$ cat src/rtl/serial_adder_pkg.sv
// Shared types and constants for the bit-serial adder.
package serial_adder_pkg;

  localparam int unsigned DEFAULT_WIDTH = 8;

  typedef enum logic [1:0] {
    S_IDLE = 2'd0,
    S_RUN  = 2'd1,
    S_DONE = 2'd2
  } state_t;

endpackage

$ cat src/rtl/full_adder_bit.sv
// Combinational 1-bit full adder built from two half-adder cells plus an OR.
module full_adder_bit (
  input  logic in_1,
  input  logic in_2,
  input  logic cin,
  output logic sum,
  output logic carry
);

  logic s0;
  logic c0;
  logic c1;

  half_adder u_ha0 (
    .in_1  (in_1),
    .in_2  (in_2),
    .sum   (s0),
    .carry (c0)
  );

  half_adder u_ha1 (
    .in_1  (s0),
    .in_2  (cin),
    .sum   (sum),
    .carry (c1)
  );

  assign carry = c0 | c1;

endmodule

$ cat src/rtl/half_adder.sv
// Existing 1-bit half-adder cell.
module half_adder (
  input  logic in_1,
  input  logic in_2,
  output logic sum,
  output logic carry
);

  assign sum   = in_1 ^ in_2;
  assign carry = in_1 & in_2;

endmodule

$ cat src/rtl/serial_adder_ctrl.sv
// Bit-serial WIDTH-bit adder: one full-adder cell, LSB-first, one bit per clock.
// Define SERIAL_ADDER_SUB_EN to add a 'sub' input for in_1 - in_2.
module serial_adder_ctrl
  import serial_adder_pkg::*;
#(
  parameter int unsigned WIDTH = DEFAULT_WIDTH
) (
  input  logic             clk,
  input  logic             reset,
  input  logic             start,
`ifdef SERIAL_ADDER_SUB_EN
  input  logic             sub,
`endif
  input  logic [WIDTH-1:0] in_1,
  input  logic [WIDTH-1:0] in_2,
  output logic             busy,
  output logic             done,
  output logic [WIDTH-1:0] sum,
  output logic             carry
);

  localparam int unsigned CW = $clog2(WIDTH);

  state_t          state;
  state_t          state_nxt;
  logic            load;
  logic            shift;
  logic            finish;
  logic            sub_eff;
  logic [WIDTH-1:0] a_sr;
  logic [WIDTH-1:0] b_sr;
  logic [WIDTH-1:0] r_sr;
  logic [WIDTH-1:0] r_nxt;
  logic            c;
  logic [CW-1:0]   cnt;
  logic            s_bit;
  logic            c_bit;

`ifdef SERIAL_ADDER_SUB_EN
  assign sub_eff = sub;
`else
  assign sub_eff = 1'b0;
`endif

  full_adder_bit u_fa (
    .in_1  (a_sr[0]),
    .in_2  (b_sr[0]),
    .cin   (c),
    .sum   (s_bit),
    .carry (c_bit)
  );

  assign r_nxt = {s_bit, r_sr[WIDTH-1:1]};

  always_ff @(posedge clk) begin
    if (reset) state <= S_IDLE;
    else       state <= state_nxt;
  end

  // DONE accepts a new start exactly like IDLE, giving back-to-back operation.
  always_comb begin
    state_nxt = state;
    load      = 1'b0;
    shift     = 1'b0;
    finish    = 1'b0;
    case (state)
      S_IDLE, S_DONE: begin
        if (start) begin
          load      = 1'b1;
          state_nxt = S_RUN;
        end else begin
          state_nxt = S_IDLE;
        end
      end
      S_RUN: begin
        shift = 1'b1;
        if (cnt == CW'(WIDTH - 1)) begin
          finish    = 1'b1;
          state_nxt = S_DONE;
        end
      end
      default: state_nxt = S_IDLE;
    endcase
  end

  always_ff @(posedge clk) begin
    if (reset) begin
      a_sr  <= '0;
      b_sr  <= '0;
      r_sr  <= '0;
      c     <= 1'b0;
      cnt   <= '0;
      busy  <= 1'b0;
      done  <= 1'b0;
      sum   <= '0;
      carry <= 1'b0;
    end else begin
      busy <= (state_nxt == S_RUN);
      done <= (state_nxt == S_DONE);
      if (load) begin
        a_sr <= in_1;
        b_sr <= sub_eff ? ~in_2 : in_2;
        c    <= sub_eff;
        cnt  <= '0;
      end else if (shift) begin
        a_sr <= a_sr >> 1;
        b_sr <= b_sr >> 1;
        r_sr <= r_nxt;
        c    <= c_bit;
        cnt  <= cnt + CW'(1);
      end
      // Result registers update only when the last bit is produced.
      if (finish) begin
        sum   <= r_nxt;
        carry <= c_bit;
      end
    end
  end

endmodule

$ cat config.mk
export PLATFORM = sky130hd
export DESIGN_NAME = serial_adder_ctrl
export DESIGN_NICKNAME = d
export VERILOG_FILES = /design/src/rtl/serial_adder_pkg.sv /design/src/rtl/full_adder_bit.sv /design/src/rtl/half_adder.sv /design/src/rtl/serial_adder_ctrl.sv
export SDC_FILE = /design/constraint.sdc
export NUM_CORES = 1
export LEC_CHECK = 0
export ABC_AREA = 1
export ABC_CLOCK_PERIOD_IN_PS = 3300
export CAP_MARGIN = 20
export CORE_ASPECT_RATIO = 1.5
export CORE_UTILIZATION = 36
export DETAILED_ROUTE_END_ITERATION = 12
export GPL_ROUTABILITY_DRIVEN = 0
export PLACE_DENSITY_LB_ADDON = 0.2
export RECOVER_POWER = 100
export SYNTH_ARGS = -nofsm -noshare
export SYNTH_HDL_FRONTEND = slang
export SYNTH_SLANG_ARGS = --single-unit
export TNS_END_PERCENT = 20
$ cat constraint.sdc
create_clock -name clk -period 3.3 [get_ports clk]
set_clock_uncertainty 0.1 [all_clocks]
set_input_delay 0.33 -clock clk [delete_from_list [all_inputs] [get_ports clk]]
set_output_delay 0.33 -clock clk [all_outputs]
set_load 0.1 [all_outputs]
# After elaboration in Yosys (flattened, before gate mapping)
# Index checks and enable logic that the tools add are counted.
# word_totals
reg_bits	41
in_bits	19
output_inout_bits	11
wordCells	39
# op_classes
addsub	1
eq_ne	5
muxes	12
bitwise	6
reduce_logical	5
# ops
op	n
2-to-1 mux 8 bit	4
2-to-1 mux 1 bit	6
equality test 2 x 1 -> 1 bit (second input constant)	2
equality test 2 bit (second input constant)	2
one-hot mux 2 bit (2 select lines)	1
OR reduction 2 bit	2
adder 3 x 1 -> 3 bit (second input constant)	1
equality test 3 bit (second input constant)	1
bitwise AND 1 bit	2
zero test 2 bit	1
2-to-1 mux 2 bit	1
AND reduction 2 bit	1
nonzero test 2 bit	1
bitwise XOR 1 bit	2
inverter 1 bit	1
OR 1 bit	1

# Longest topological paths before layout
# Gate-level depths: netlist of the first run.
# depth
ltp_word	5
mapped_depth	9
ltp_nobuf	8

# Hierarchy
# Synthesis of the first run repeated with hierarchy kept, for this count alone.
# unflattened
hier_cells	233
hier_area_um2	1729.2
# by_module_without_submodules
module	instances	cells_each	area_per_inst_um2
serial_adder_ctrl	1	228	1692.9
half_adder	2	1	12.5
full_adder_bit	1	3	11.3

# Least setup slack after synthesis of the first run
# No wires, ideal clock.
# synth_path
path_type	flip-flop to flip-flop
from	register, netlist name sum[0]
to	register sum[0]
t_arrival_ns	1.218
t_required_ns	3.133
slack_ns	1.915
stages_incl_launch_ff	3
n_path_buf	0
cell_sequence	dfxtp_1 o21ai_0 nor2_1
# synth_rtl
element	line_no	source
to (signal assigned)	serial_adder_ctrl.sv:114	sum <= r_nxt;
to (decl)	serial_adder_ctrl.sv:18	output logic [WIDTH-1:0] sum,

# Worst setup path after layout of the first run
# layout_path
from	register state[1]
to	register b_sr[2]
# layout_via
elab_chain_len	4
word_cells_on_any_way	8
cone_classes	2 x eq/ne; 3 x mux; 3 x reduce/logical
# layout_rtl
element	line_no	source
from (decl)	serial_adder_ctrl.sv:24	state_t state;
from (signal assigned)	serial_adder_ctrl.sv:57	else state <= state_nxt;
equality test 2 bit / zero test 2 bit (equally long branches)	serial_adder_ctrl.sv:66	case (state)
OR reduction 2 bit	serial_adder_ctrl.sv:66	
2-to-1 mux 1 bit	serial_adder_ctrl.sv:66	
2-to-1 mux 8 bit / nonzero test 2 bit (equally long branches)	-	
to (signal assigned)	serial_adder_ctrl.sv:102	b_sr <= sub_eff ? ~in_2 : in_2;
to (signal assigned)	serial_adder_ctrl.sv:107	b_sr <= b_sr >> 1;
to (decl)	serial_adder_ctrl.sv:31	logic [WIDTH-1:0] b_sr;
# Several ways; a longest one is shown, not always the timed one.
# A chain may end at the register's enable or synchronous reset.

==> results, run 1 <==
- The count of nets left with antenna violations once routing finished came out at 0.
- The clock reaches the later pin of the worst-skew pair after 0.29 ns.
- Among cell families on the critical path, the largest total delay comes from simple AND/OR/NAND/NOR gates.
- The flow ran to the end, and the final reports show no timing, DRC or antenna violations.
- In this run the tightest slew margin relative to its limit is roughly a third.
- The CTS tree is built.
- The clock passes through at most 2 buffers.
- The most common cell after layout, fill and taps aside is sky130_fd_sc_hd__nand2_1.
- The finished cells cover 2077 um^2.
- The average wire per standard cell is 9.892 um.
- The fraction of final layout cells with drive strength greater than 1 is about 4.2%.
- The number of hold-slack violations in the final timing report was 0.
- The first-pass GRT wire length is around 5700 um.
- STA puts the critical path data arrival time at 2.37 ns.
- In the routed layout, each cell is associated on average with a via count of 4.500.
- The critical path in this run is classified as reg2reg.
- Cells fill 45.73% of the core in the end.
- The sum of routed wire length over all layers is 3205 um.
- The sum of net half-perimeters after detailed placement is 2290 um.
- In the global route stage, overall resource usage came out at roughly 15%.
- The post-cts resize count is 0.
- Port buffering added 29 buffers.
- The total number of yosys warnings is 0.
- The floorplan step set the die height to 86.33 um.
- The clock sink count is 40.
- The worst-path maximum fanout is 20.
- The initial utilization of the core area, before any placement, comes to 37.58%.
- The count of unique library cells instantiated by Yosys is 22.
- In this run the horizontal extent of the chip is 58.22 um.
- The worst ir drop on vdd is 0.0002682 V.
- The highest cell delay on the worst timing path is 0.53 ns.
- The clock edge transition at the registers on the reported setup and hold paths is 0.07 ns.
- The number of pins exceeding their max-slew limit in the final report is 0.
- The post-synthesis cell count is 233.
- Buffers added to address setup during post-CTS repair amount to 0.
- The register bit count reported by yosys is 40.
- The via count of the first global-routing pass is 1329.
- The core area is 4542 um^2.
- The detailed router finished its first iteration with 45 violations.
- The full die area is 5025 um^2.
- The slew of the pin with the lowest slew margin is 0.9743 ns.
- The total power divided by cell area is between 400 and 500 nW/um^2.
- The routed design could run at a clock period as short as 2.296 ns.
- The synthesized netlist occupies a cell area of 1707 um^2.
- Synthesis produced a netlist with a net count of about 260.
- 30 I/O pins were placed.
- The maximum clock rate is 435.5 MHz.
- After the flow finishes, the layout carries non-filler instances totaling roughly 320.
- Entering global routing, the biggest net connects 30 pins.
- The slowest cell on the critical path is sky130_fd_sc_hd__dfxtp_1.
- The number of iterations in the first detailed-routing pass is 4.
- The net count of the finished layout is 282.
- STA puts the critical path data required time at approximately 3.4 ns.
- The type of origin of the critical path is a flop.
- Among the stages of the critical path, the cell type that occurs most often is sky130_fd_sc_hd__nand2_1.
- The number of antenna diodes in the final layout is 0.
- Setup violations remaining at the end of the flow were counted as 0.
- The row count is 30.
- The routed layout has 1458 vias.
- The max-capacitance violation count is 0.
- In this run the clock root is driven by a sky130_fd_sc_hd__clkbuf_8.
- The leakage power is 0.9993 nW.
- The critical path goes through clkinvlp_2 -> nand2_1 -> nand2_1 -> clkinvlp_2 -> nand2_1 -> nand2_1 -> nor2_1.
- The summed negative setup slack over all endpoints is 0 ns.
- After detailed placement, the design holds a cell count of 317.
- Relative to the synthesized area, the layout overhead comes to 21.70%.
- Counting the buffers created by CTS gives 5.
- In the layout the commonest cells are 56 x sky130_fd_sc_hd__nand2_1, 40 x sky130_fd_sc_hd__dfxtp_1, 34 x sky130_fd_sc_hd__nor2_1.
- In the finished design, the share of the clock period the worst path needs comes to 69.58%.
- The final-layout fill cell count is 485.
- The total cell area at the placement stage is 1993 um^2.
- Setup repair after global routing left no endpoint under its margin.
- The number of antenna violations at the first check in global routing was 0.
- The post-route worst hold slack is 0.3574 ns.
- The worst setup path is captured at a flop.
- The synthesized area per cell is 7.325 um^2.
- The class of the tightest hold or removal check is reg2reg.
- For this run, design rule violations remaining after detail routing come to 0.
- The buffer and inverter count on the worst path is 2.
- After clock tree synthesis, the flow added hold-fix buffers numbering 0.
- After synthesis, flip-flops and latches occupy a little under half of the total area.
- The clock tree synthesis step divided the H-tree into 2 levels.
- The total grt overflow is 0.
[registers in the layout (all words and copies together) (netlist names)]
name / flops
a_sr: 8
b_sr: 8
sum: 8
r_sr: 7
cnt: 3
state: 2
busy: 1
c: 1
carry: 1
done: 1
[layer usage]
| metal | track usage [%] | wire length [um] | vias up |
|---|---|---|---|
| met2 | 27.06 | 1646 | 26 |
| met3 | 3.582 | 92 | 6 |
| met5 | 0 | 0 | - |
| met4 | 7.576 | 63 | 0 |
| li1 | - | - | 776 |
| met1 | 15.22 | 1402 | 650 |
[where the power goes]
| part | internal, mW | switching [mW] |
|---|---|---|
| Clock | 0.186 | 0.161 |
| Sequential | 0.512 | 0.0171 |
| Combinational | 0.0524 | 0.0773 |
[synth_stat cells (all sizes together)]
master	count	area share [%]
inv	33	7.6
xor2	1	0.51
nand3	20	5.9
dfxtp	40	47
nand2	57	14
buf	7	3.9
a21oi	11	3.2
nor2	34	7.5
o21ai	18	5.3
clkbuf	2	1.0
fa	1	1.2
nor3	7	2.1
ha	2	1.5
[tightest hold or removal path, cell delays in order, from the launching register on]
cell and delay [ns]:
sky130_fd_sc_hd__dfxtp_1 0.32, sky130_fd_sc_hd__nand2_1 0.06, sky130_fd_sc_hd__nand2_1 0.04
[cell families after synthesis]
family,count (synthesis),synth area share [%]
adders and majority gates,3,2.639
and+or+nand+nor,118,28.96
DFF,40,46.92
xor gates and xnor gates,1,0.5133
buffers and inverters,42,12.46
AOI/OAI and AO/OA,29,8.504
[final timing paths]
kind,slack [ns],end,depth (start not counted),start
max,1.00,b_sr[2],7,state[1]
min reg2reg,0.36,sum[2],2,r_sr[3]
max reg2reg,1.00,b_sr[2],7,state[1]
min,0.36,sum[2],2,r_sr[3]
[metrics by stage]
stage / power (mW) / setup WS (ns)
detailed placement: 0.6751 / 1.161
global placement: 0.6741 / 1.212
finish: 1.005 / 1.004
global route: 1.058 / 0.6085
CTS: 1.024 / 1.094
floorplan: 0.6380 / 1.915
[cell type report]
cell class / count / area (um^2) / area share, %
Multi-Input combinational cell: 151 / 683.2 / 32.89
Inverter: 33 / 126.4 / 6.084
Sequential cell: 40 / 800.8 / 38.55
Timing Repair Buffer: 29 / 290.3 / 13.98
Tap cell: 64 / 80.08 / 3.855
Clock buffer: 7 / 96.34 / 4.639
Power figures use the tool's default switching activity.
==> run 2: changes to the inputs <==
--- a/config.mk
+++ b/config.mk
@@ -6,7 +6,7 @@
 export NUM_CORES = 1
 export LEC_CHECK = 0
 export ABC_AREA = 1
-export ABC_CLOCK_PERIOD_IN_PS = 3300
+export ABC_CLOCK_PERIOD_IN_PS = 2410
 export CAP_MARGIN = 20
 export CORE_ASPECT_RATIO = 1.5
 export CORE_UTILIZATION = 36
==> constraint.sdc (replaced) <==
create_clock -name clk -period 2.41 [get_ports clk]
set_clock_uncertainty 0.1 [all_clocks]
set_input_delay 0.241 -clock clk [delete_from_list [all_inputs] [get_ports clk]]
set_output_delay 0.241 -clock clk [all_outputs]
set_load 0.1 [all_outputs]
==> run 2 against run 1 <==
Flip-flop and latch count unchanged; final cell count rose by 0.62%; routed wire length increased by 5.9%; register-to-register slack got worse by 0.44 ns; utilization down 1.0 points; sequential power is 37% higher; sequential share of layout area grew 0.88 points; critical path type unchanged; largest power group unchanged.
==> results, run 2 (synthesized netlist as in run 1, its figures left out) <==
- The depth of the worst register-to-register path is 7 (unchanged).
- The reg-to-reg critical path endpoint is a_sr[2] (was b_sr[2]).
- The residual antenna-violating net count after detailed routing was 0 (unchanged).
- The row count was 30 (unchanged).
- The CTS tree is built (unchanged).
- The clock period minus worst slack is 1.844 ns (was 2.296 ns).
- The count of port buffers added during placement is 29 (unchanged).
- The number of vias after detailed routing came to 1444 (was 1458).
- The arrival time of data at the critical path endpoint is 1.93 ns (was 2.37 ns).
- The H-tree depth is 2 (unchanged).
- Run status: completed (unchanged).
- The non-filler instance count after layout came to 326 (was 324).
- Registers with the most flip-flops: a_sr: 8 flops, b_sr: 8 flops, sum: 8 flops (unchanged).
- The slowest cell on the critical path is sky130_fd_sc_hd__dfxtp_1 (unchanged).
- The clock edge transition at the registers on the reported setup and hold paths is 0.08 ns (was 0.07 ns).
- The worst slew margin relative to its limit was 22.36% (was 34.83%).
- The flop-to-flop setup slack is 0.57 ns (was 1.00 ns).
- The chip height is 86.33 um (unchanged).
- The combined global-route utilization of all metal layers was 15.57% (was 14.80%).
- The end of the worst hold path is a_sr[7] (was sum[2]).
- The leakage power is 0.9482 nW (was 0.9993 nW).
- The maximum number of pins on one net before global-route repair came to 24 (was 30).
- The final setup violation count was 0 (unchanged).
- The buffer and inverter count on the worst path was 2 (unchanged).
- The worst hold path depth is 2 (unchanged).
- The worst-path maximum fanout came to 20 (unchanged).
- The final instance area was 2031 um^2 (was 2077 um^2).
- The final-layout fill cell count came to 510 (was 485).
- The effective utilization at floorplan came to 37.58% (unchanged).
- The via count of the first global-routing pass is 1361 (was 1329).
- The total power is 1.440 mW (was 1.005 mW).
- The type of origin of the critical path is a flop (unchanged).
- The net count of the finished layout is 283 (was 282).
- The number of antenna repair diodes was 0 (unchanged).
- The maximum clock rate is 542.2 MHz (was 435.5 MHz).
- The origin of the critical flop-to-flop path is state[1] (unchanged).
- The max-capacitance violation count was 0 (unchanged).
- The number of DRC violations after detailed routing is 0 (unchanged).
- The total cell area at the placement stage is 1973 um^2 (was 1993 um^2).
- The slew of the pin with the lowest slew margin came to 1.170 ns (was 0.9743 ns).
- The fraction of final layout cells with drive strength greater than 1 is 4.962% (was 4.231%).
- The number of hold-slack violations in the final timing report is 0 (unchanged).
- Unrepaired setup endpoints after global routing: no (unchanged).
- The clock sink count is 40 (unchanged).
- The summed negative setup slack over all endpoints came to 0 ns (unchanged).
- The number of antenna violations at the first check in global routing is 0 (unchanged).
- The total grt overflow was 0 (unchanged).
- The sum of net half-perimeters after detailed placement is 2401 um (was 2290 um).
- Ordered cell list for the critical path: inv_4 -> nand2_2 -> nand2_1 -> clkinvlp_2 -> nand2_1 -> nand2_1 -> nor2_1 (was clkinvlp_2 -> nand2_1 -> nand2_1 -> clkinvlp_2 -> nand2_1 -> nand2_1 -> nor2_1).
- The I/O pin count is 30 (unchanged).
- The number of buffers inserted during clock tree synthesis is 5 (unchanged).
- The post-cts resize count is 0 (unchanged).
- The highest cell delay on the worst timing path was 0.55 ns (was 0.53 ns).
- The total power divided by cell area is 709.2 nW/um^2 (was 483.8 nW/um^2).
- The type of the setup path with the least slack is reg2reg (unchanged).
- The number of iterations in the first detailed-routing pass is 4 (unchanged).
- The most common cell after layout, fill and taps aside is sky130_fd_sc_hd__nand2_1 (unchanged).
- The clock insertion delay at the later pin of the skew report was 0.29 ns (about the same).
- The full die area is 5025 um^2 (unchanged).
- The die span in x is 58.22 um (unchanged).
- The buffer levels on the longest clock path is 2 (unchanged).
- The layout overhead on the synthesized area was 18.99% (was 21.70%).
- The class of the tightest hold or removal check is reg2reg (unchanged).
- The first-pass GRT wire length is 5927 um (was 5678 um).
- The cell repeated most along the worst path is sky130_fd_sc_hd__nand2_1 (unchanged).
- The launch point of the worst hold path is a_sr[7] (was r_sr[3]).
- The initial DRC count is 31 (was 45).
- The number of pins exceeding their max-slew limit in the final report is 0 (unchanged).
- The hold buffer count at cts was 0 (unchanged).
- The clock root buffer master is sky130_fd_sc_hd__clkbuf_8 (unchanged).
- The cell family with the largest share of critical-path delay is simple AND/OR/NAND/NOR gates (unchanged).
- The average wire per standard cell is 10.41 um (was 9.892 um).
- The portion of the clock cycle consumed by the worst path in the final layout is 76.53% (was 69.58%).
- The kind of end point of the critical path is a flop (unchanged).
- Most frequent cells in the layout: 55 x sky130_fd_sc_hd__nand2_1, 40 x sky130_fd_sc_hd__dfxtp_1, 34 x sky130_fd_sc_hd__nor2_1 (was 56 x sky130_fd_sc_hd__nand2_1, 40 x sky130_fd_sc_hd__dfxtp_1, 34 x sky130_fd_sc_hd__nor2_1).
- The final core area utilization came to 44.71% (was 45.73%).
- The worst ir drop on vdd is 0.0006392 V (was 0.0002682 V).
- The placed cell count was 318 (was 317).
- The number of setup buffers added after CTS is 0 (unchanged).
- The sum of routed wire length over all layers is 3393 um (was 3205 um).
- The post-detailed-route via-to-cell ratio is 4.429 (was 4.500).
- The core area was 4542 um^2 (unchanged).
- The data required time at the worst endpoint is 2.49 ns (was 3.38 ns).
## run 2: worst reg2reg max path: cells and delay by family (launching register included)
| family | cells | cell delay, ns |
|---|---|---|
| flip-flops | 1 | 0.55 |
| AND/OR/NAND/NOR | 5 | 0.69 |
| buffers and inverters | 2 | 0.38 |
## run 2: final cells by class
cell class              instances  area [um^2]  area share (%)
inverters                      33        127.6           6.285
multi-input cells             151        685.7           33.76
repair buffers                 30        229.0           11.28
flip-flops and latches         40        800.8           39.43
clock inverters                 2        35.03           1.725
clock buffers                   6        72.57           3.574
well taps                      64        80.08           3.943
## run 2: worst max path at each step
stage	startpoint	to	slack (ns)	depth (start not counted)
after CTS	state[1]	sum[3]	0.73	7
after floorplan	sum[0]	sum[0]	1.02	2
after global routing	state[1]	a_sr[2]	0.32	7
final	state[1]	a_sr[2]	0.57	7
after detailed placement	reset	c	0.66	5
after global placement	reset	b_sr[5]	0.69	7
## run 2: stage by stage
stage / setup slack [ns] / hold WS (ns)
6_report: 0.5655 / 0.3636
2_1_floorplan: 1.025 / 0.2101
3_3_place_gp: 0.6904 / 0.3536
5_1_grt: 0.3250 / 0.3803
3_5_place_dp: 0.6570 / 0.3590
4_1_cts: 0.7319 / 0.3718
## run 2: power by group
group / switching (mW) / internal (mW) / total (mW)
Clock: 0.231 / 0.307 / 0.538
Combinational: 0.106 / 0.0715 / 0.178
Sequential: 0.0242 / 0.700 / 0.724
## run 2: routing by layer
| layer | vias up | global-route usage [%] | part of all wire [%] |
|---|---|---|---|
| li1 | 777 | - | - |
| met1 | 631 | 16.73 | 44 |
| met2 | 30 | 27.69 | 49 |
| met3 | 6 | 5.224 | 4.7 |
| met4 | 0 | 5.844 | 1.6 |
| met5 | - | 0 | 0 |
